`config.mk`:
```
export PLATFORM = sky130hd
export DESIGN_NAME = itof
export DESIGN_NICKNAME = d
export VERILOG_FILES = /design/src/rtl/fpu_pkg.sv /design/src/rtl/lzc32.sv /design/src/rtl/itof.sv
export SDC_FILE = /design/constraint.sdc
export NUM_CORES = 1
export LEC_CHECK = 0
export CORE_ASPECT_RATIO = 1.25
export CORE_MARGIN = 5
export CORE_UTILIZATION = 53
export DETAILED_ROUTE_END_ITERATION = 6
export PLACE_DENSITY_LB_ADDON = 0.15
export SLEW_MARGIN = 20
export SYNTH_ARGS = -nofsm -noshare
export SYNTH_HDL_FRONTEND = slang
export SYNTH_SLANG_ARGS = --single-unit
```
`constraint.sdc`:
```
create_clock -name clk -period 3.1 [get_ports clk]
set_input_delay 0.465 -clock clk [delete_from_list [all_inputs] [get_ports clk]]
set_output_delay 0.465 -clock clk [all_outputs]
set_load 0.02 [all_outputs]
```
`src/rtl/fpu_pkg.sv`:
```
// Shared FPU constants and the binary32 field layout used by the int/float converters.
package fpu_pkg;

    localparam int EXP_BIAS = 127;
    localparam int FRAC_W   = 23;
    localparam int EXP_W    = 8;
    localparam int ITOF_LAT = 3;

    typedef struct packed {
        logic             sign;
        logic [EXP_W-1:0] exp;
        logic [FRAC_W-1:0] frac;
    } f32_t;

endpackage

```
`src/rtl/lzc32.sv`:
```
// Combinational 32-bit leading-zero counter; cnt_o is 0 when the input is all zero.
module lzc32 (
    input  logic [31:0] in_i,
    output logic [4:0]  cnt_o,
    output logic        zero_o
);

    // Scanning upward lets the highest set bit win.
    always_comb begin
        cnt_o = '0;
        for (int i = 0; i < 32; i++) begin
            if (in_i[i]) begin
                cnt_o = 5'(31 - i);
            end
        end
    end

    assign zero_o = ~|in_i;

endmodule

```
`src/rtl/itof.sv`:
```
// Three-stage signed int32 to binary32 converter with round-to-nearest-even.
module itof
    import fpu_pkg::*;
(
    input  logic        clk,
    input  logic        reset,
    input  logic [31:0] op,
    input  logic        valid_in,
    output logic [31:0] result,
    output logic        valid_out
);

    // Handshake: valid_in qualifies op for one cycle and is always accepted (no ready);
    // valid_out marks result for exactly one cycle, three cycles later, in issue order.

    logic                s1_valid_q, s1_sign_q, s1_zero_q;
    logic [31:0]         s1_mag_q;
    logic [31:0]         s1_mag_d;

    logic                s2_valid_q, s2_sign_q, s2_zero_q;
    logic [EXP_W-1:0]    s2_exp_q, s2_exp_d;
    logic [FRAC_W-1:0]   s2_mant_q;
    logic                s2_g_q, s2_r_q, s2_s_q;

    logic [4:0]          lz;
    logic                mag_zero;
    logic [30:0]         norm;

    logic                inc;
    logic [FRAC_W:0]     sum;
    logic [EXP_W-1:0]    exp_out;
    f32_t                result_q, result_d;
    logic                valid_out_q;

    // S1: sign/magnitude split; 0x80000000 negates to itself, which is the right unsigned value.
    assign s1_mag_d = op[31] ? (~op + 32'd1) : op;

    always_ff @(posedge clk or negedge reset) begin
        if (!reset) begin
            s1_valid_q <= 1'b0;
            s1_sign_q  <= 1'b0;
            s1_zero_q  <= 1'b0;
            s1_mag_q   <= '0;
        end else begin
            s1_valid_q <= valid_in;
            if (valid_in) begin
                s1_sign_q <= op[31];
                s1_zero_q <= (op == 32'd0);
                s1_mag_q  <= s1_mag_d;
            end
        end
    end

    // S2: normalise. The implicit leading one is shifted out, so only bits [30:0] are kept.
    lzc32 u_lzc (
        .in_i   (s1_mag_q),
        .cnt_o  (lz),
        .zero_o (mag_zero)
    );

    assign norm     = s1_mag_q[30:0] << lz;
    assign s2_exp_d = mag_zero ? '0 : (8'(EXP_BIAS + 31) - {3'b000, lz});

    always_ff @(posedge clk or negedge reset) begin
        if (!reset) begin
            s2_valid_q <= 1'b0;
            s2_sign_q  <= 1'b0;
            s2_zero_q  <= 1'b0;
            s2_exp_q   <= '0;
            s2_mant_q  <= '0;
            s2_g_q     <= 1'b0;
            s2_r_q     <= 1'b0;
            s2_s_q     <= 1'b0;
        end else begin
            s2_valid_q <= s1_valid_q;
            if (s1_valid_q) begin
                s2_sign_q <= s1_sign_q;
                s2_zero_q <= s1_zero_q;
                s2_exp_q  <= s2_exp_d;
                s2_mant_q <= norm[30:8];
                s2_g_q    <= norm[7];
                s2_r_q    <= norm[6];
                s2_s_q    <= |norm[5:0];
            end
        end
    end

    // S3: on mantissa carry-out the low FRAC_W bits of sum are already zero.
    assign inc     = s2_g_q & (s2_r_q | s2_s_q | s2_mant_q[0]);
    assign sum     = {1'b0, s2_mant_q} + {{FRAC_W{1'b0}}, inc};
    assign exp_out = s2_exp_q + {{(EXP_W-1){1'b0}}, sum[FRAC_W]};

    always_comb begin
        result_d = '0;
        if (!s2_zero_q) begin
            result_d.sign = s2_sign_q;
            result_d.exp  = exp_out;
            result_d.frac = sum[FRAC_W-1:0];
        end
    end

    always_ff @(posedge clk or negedge reset) begin
        if (!reset) begin
            valid_out_q <= 1'b0;
            result_q    <= '0;
        end else begin
            valid_out_q <= s2_valid_q;
            if (s2_valid_q) begin
                result_q <= result_d;
            end
        end
    end

    assign result    = result_q;
    assign valid_out = valid_out_q;

endmodule

```
# Word-level counts from Yosys, hierarchy flattened
# Index checks and enable logic that the tools add are counted.
[word_totals]
reg_bits = 105
output_inout_bits = 33
in_bits = 35
word_cells = 63
[op_classes]
addsub = 4
shift = 1
n_bitwise = 4
n_mux = 35
n_reduce_logical = 3
[ops]
columns = ["op", "count"]
rows = [
  ["$mux W5", 32],
  ["$mux W32", 2],
  ["$add A32 B1 Y32 const B", 1],
  ["$logic_not A32 Y1", 1],
  ["$not A32 Y32", 1],
  ["$reduce_or A32 Y1", 1],
  ["$shl A31 B5 Y31", 1],
  ["$add A23 B1 Y24", 1],
  ["$add A8 B1 Y8", 1],
  ["$mux W8", 1],
  ["$sub A8 B5 Y8 const A", 1],
  ["$reduce_or A6 Y1", 1],
  ["$or A1 B1 Y1", 2],
  ["$and A1 B1 Y1", 1],
]

# Logic depth before layout (Yosys ltp)
[depth]
depth_word = 34
ltp_mapped = 13
mapped_depth_nobuf = 11

# Cells and area by module
# A second synthesis with hierarchy kept.
[unflattened]
hier_cells = 752
area_unflattened_um2 = 6891.6
[by_module_without_submodules]
columns = ["module", "n_inst", "cells_per_inst", "seq_area_each_um2", "area_each_um2"]
rows = [
  ["itof", 1, 683, 2627.5, 6511.2],
  ["lzc32", 1, 69, 0.0, 380.4],
]

# Least setup slack after synthesis
# OpenSTA, ideal clock, no wires.
[synth_path]
kind = "input-to-reg"
from = "input op[6]"
to = "register s1_mag_q[30]"
setup_slack_ps = -30
cell_stages = 9
arrival_time_ps = 2993
path_buffers = 0
required_time_ps = 2963
path_cell_list = "nor4_2 > nand3_1 > or4_1 > or3_1 > or3_1 > or3_1 > o31ai_1 > xor2_1 > a21oi_1"
[synth_via]
elab_chain_len = 3
[synth_rtl]
columns = ["item", "line", "source"]
rows = [
  ["from (decl)", "itof.sv:7", "input logic [31:0] op,"],
  ["$not A32 Y32", "itof.sv:36", "assign s1_mag_d = op[31] ? (~op + 32'd1) : op;"],
  ["$add A32 B1 Y32", "itof.sv:36", ""],
  ["$mux W32", "itof.sv:36", ""],
  ["to (signal assigned)", "itof.sv:49", "s1_mag_q <= s1_mag_d;"],
  ["to (decl)", "itof.sv:17", "logic [31:0] s1_mag_q;"],
]
# No other way between the ends.
# A chain may end at the register's enable or synchronous reset.

# Worst setup path in the final report
[layout_path]
from = "register s1_mag_q[20]"
to = "register s2_mant_q[19]"
[layout_via]
elab_chain_len = 13
[layout_rtl]
columns = ["item", "line", "source"]
rows = [
  ["$mux W5 (12 in series)", "lzc32.sv:12", "if (in_i[i]) begin"],
  ["$shl A31 B5 Y31 *", "itof.sv:61", "assign norm = s1_mag_q[30:0] << lz;"],
  ["to (signal assigned)", "itof.sv:80", "s2_mant_q <= norm[30:8];"],
  ["to (decl)", "itof.sv:22", "logic [FRAC_W-1:0] s2_mant_q;"],
]
# Mark *: on every way between the ends. The rest lies on a longest branch, timed or not.

==> run metrics <==
status=complete, but fails checks; violated checks=setup timing; syn_nets=882; Vias/cell=6.08; max_slew headroom=0.542; kind of start point of the critical path=flip-flop; Worst-path clk slew=~0.08 ns; metal2 WL=11900 um; CTS HTree Levels=3; synth top area cells=dfrtp_1 (36%), xor2_1 (4.4%), mux2i_1 (4.2%); share of the synthesized area in the top cell type=0.363; floorplan core area=13300 um2; flops & latches, synth=approximately 110; Post-DRT Antenna Nets=0; initial antenna violation count=0; WL met3=919 um; placed inst area=8890 um2; final setup violation count=1; Die Span Y=~140 um; FP Rows=47; CTS Hold Bufs=0; worst-case vdd ir drop=0.360 mV; Req. time, crit path=3.33 ns; DRC violations left=0; Synth Warn #=0; Synth top cells by count=dfrtp_1 (105), nor2_1 (76), nand2_1 (59), inv_1 (58), a21oi_1 (50); Ports=68; RD Place Congestion=0.913; layout net count=1046; met1 WL=8850 um; Worst Slack Setup Final=-0.0372 ns; Design Area, Final=9610 um2; worst flop-to-flop path startpoint=s1_mag_q[20]$_DFFE_PN0P_; FMAX=roughly 0.32 GHz; Routed WL=22500 um; Register-to-Register Setup Slack=-0.04 ns; synthesized instance count=842; EDFF count, synth=0; Wirelength per Cell=between 15 and 20 um; Hold WS=around 0.11 ns; CTS tree=built; Highest Signal Layer=met4; most common cell in the netlist=dfrtp_1; Clk Latency, worst-skew pair=between 0.3 and 0.4 ns; CTS sink count=between 100 and 150; MaxCap Viol Count=0; worst-path fanout max=6; CTS root buf=clkbuf_16; post-DP HPWL=17300 um; ant diodes=0; starting DRC count in detailed routing=between 500 and 600; Area Overhead vs Synth=33.0%; Hold WC Path Type=input port to asynchronous set/reset pin; I/O Buffers=67; Register Area=about 2600 um2; gr ovfl total=0; layout cell share with drive strength beyond 1=0.244; post-synth top area cell=dfrtp_1; via count=roughly 7200; Hold Violations, Final=0; Worst EP arrival=3.37 ns; Slew Viols, Final=0; post-synth cell types=69; endpoint type of the worst setup path=flip-flop; Fin Clk Skew=0.0113 ns; P per Cell Area=540 nW/um2; die width=114 um; first-pass GRT wire length=36000 um; largest net degree at the start of global routing=65; Pre-antenna DRT Iters=5; path depth of the worst reg2reg path=10; CTS Buf Count=9; async set-or-reset flop fraction in the synthesized netlist=1.00; Tcrit/Tclk final=1.01; initial core utilization=0.544; RSZ-0062 raised after global routing=yes; die area=16100 um2; FILL cells=between 1000 and 1500; Crit Path Class=flip-flop to flip-flop; vias in the first global route=approximately 7100; min Tclk post-route=~3.1 ns; Worst Tran Pin Value=0.679 ns; sequential element share of the synthesized area=0.363; setup TNS=-0.0372 ns; area of the multi-input gates=approximately 4400 um2; leakage power=~4.1 nW; Synth Cell Area=7230 um2; top_reg_cell synth=dfrtp_1; GRT Resource Usage Total=0.278; Mapped Avg Cell Area=8.59 um2; RR Endpoint=s2_mant_q[19]$_DFFE_PN0P_; clock tree buffer depth=2
==> critical path, cell delays in order (launching register included) <==
cell,delay (ns)
dfrtp_1,0.38
or3_4,0.39
a2111o_1,0.47
o211ai_4,0.23
buf_12,0.15
inv_6,0.05
mux2_4,0.30
mux2_4,0.28
mux2_4,0.28
a32o_1,0.21
o32a_1,0.28
==> flip-flops by register name, indices dropped and copies added (netlist names) <==
name / cells
s2_exp_q: 8
s2_r_q: 1
s2_zero_q: 1
s2_s_q: 1
valid_out: 1
s2_valid_q: 1
s2_mant_q: 23
s1_valid_q: 1
result: 32
s2_g_q: 1
s2_sign_q: 1
s1_sign_q: 1
s1_zero_q: 1
s1_mag_q: 32
==> per-stage QoR <==
| step | total power, W | instances | setup slack (ns) | util |
|---|---|---|---|---|
| after floorplan | 0.00289 | 842 | 0.00417 | - |
| after CTS | 0.00507 | 1174 | -0.0688 | 0.704 |
| final | 0.00519 | 1182 | -0.0372 | 0.723 |
| after global placement | 0.00377 | 1152 | -0.613 | 0.669 |
| after detailed placement | 0.00382 | 1152 | -0.772 | 0.669 |
| after global routing | 0.00545 | 1182 | -0.106 | 0.723 |
==> metal layers <==
metal,GRT usage,up-vias
li1,-,3400
met1,0.327,3509
met2,0.505,229
met3,0.0356,54
met4,0.112,0
met5,0,-
==> power breakdown <==
part	switching, W	leakage [nW]	internal, W
registers	0.000216	1.24	0.00161
clock network	0.000578	0.156	0.000650
logic	0.00110	2.73	0.00104
==> area by class of cell <==
cell class                      count  share of cell area
Multi-Input combinational cell    620               0.459
Sequential cell                   105               0.273
Timing Repair Buffer              210               0.188
Inverter                           60              0.0239
Clock buffer                        9              0.0234
Tap cell                          171              0.0223
Clock inverter                      7              0.0102
==> cell families after synthesis <==
| group | share of synthesized area |
|---|---|
| AOI/OAI and AO/OA | 0.232 |
| xor gates and xnor gates | 0.0690 |
| adders and majority gates | 0.00865 |
| buffers and inverters | 0.0635 |
| DFF | 0.363 |
| muxes | 0.0966 |
| and+or+nand+nor | 0.167 |
==> worst max-delay path by stage <==
| stage | depth (start not counted) | start | endpoint | slack (ns) |
|---|---|---|---|---|
| after CTS | 10 | s1_mag_q[30]$_DFFE_PN0P_ | s2_mant_q[19]$_DFFE_PN0P_ | -0.07 |
| after global placement | 12 | op[0] | s1_mag_q[30]$_DFFE_PN0P_ | -0.61 |
| after global routing | 10 | s1_mag_q[20]$_DFFE_PN0P_ | s2_mant_q[19]$_DFFE_PN0P_ | -0.11 |
| final | 10 | s1_mag_q[20]$_DFFE_PN0P_ | s2_mant_q[19]$_DFFE_PN0P_ | -0.04 |
| after detailed placement | 12 | op[0] | s1_mag_q[30]$_DFFE_PN0P_ | -0.77 |
| after floorplan | 11 | s1_mag_q[30]$_DFFE_PN0P_ | s2_mant_q[19]$_DFFE_PN0P_ | 0.004 |
==> cell usage in the layout, fill, tap and decap left out, types with 7 or more instances in the layout <==
master,instances
a21oi_1,49
and3_1,12
buf_4,134
clkbuf_16,9
clkdlybuf4s50_1,54
dfrtp_1,104
dlygate4sd2_1,8
inv_1,57
mux2_2,22
mux2i_1,20
mux2i_2,8
nand2_1,58
nand2b_1,7
nand3_1,30
nor2_1,76
nor3_1,12
nor4_1,9
o211ai_1,13
o21ai_0,37
o21ai_1,9
o22ai_1,37
o2bb2ai_1,13
o31ai_1,7
or3_4,7
xnor2_1,21
xor2_1,36
==> what timing repair did <==
| item | CTS | global route |
|---|---|---|
| gates resized for setup | 30 | 50 |
| endpoints found under the setup margin | 20 | 28 |
| setup buffers | 6 | 10 |
| pin swaps | 12 | 23 |
Power figures use the tool's default switching activity.
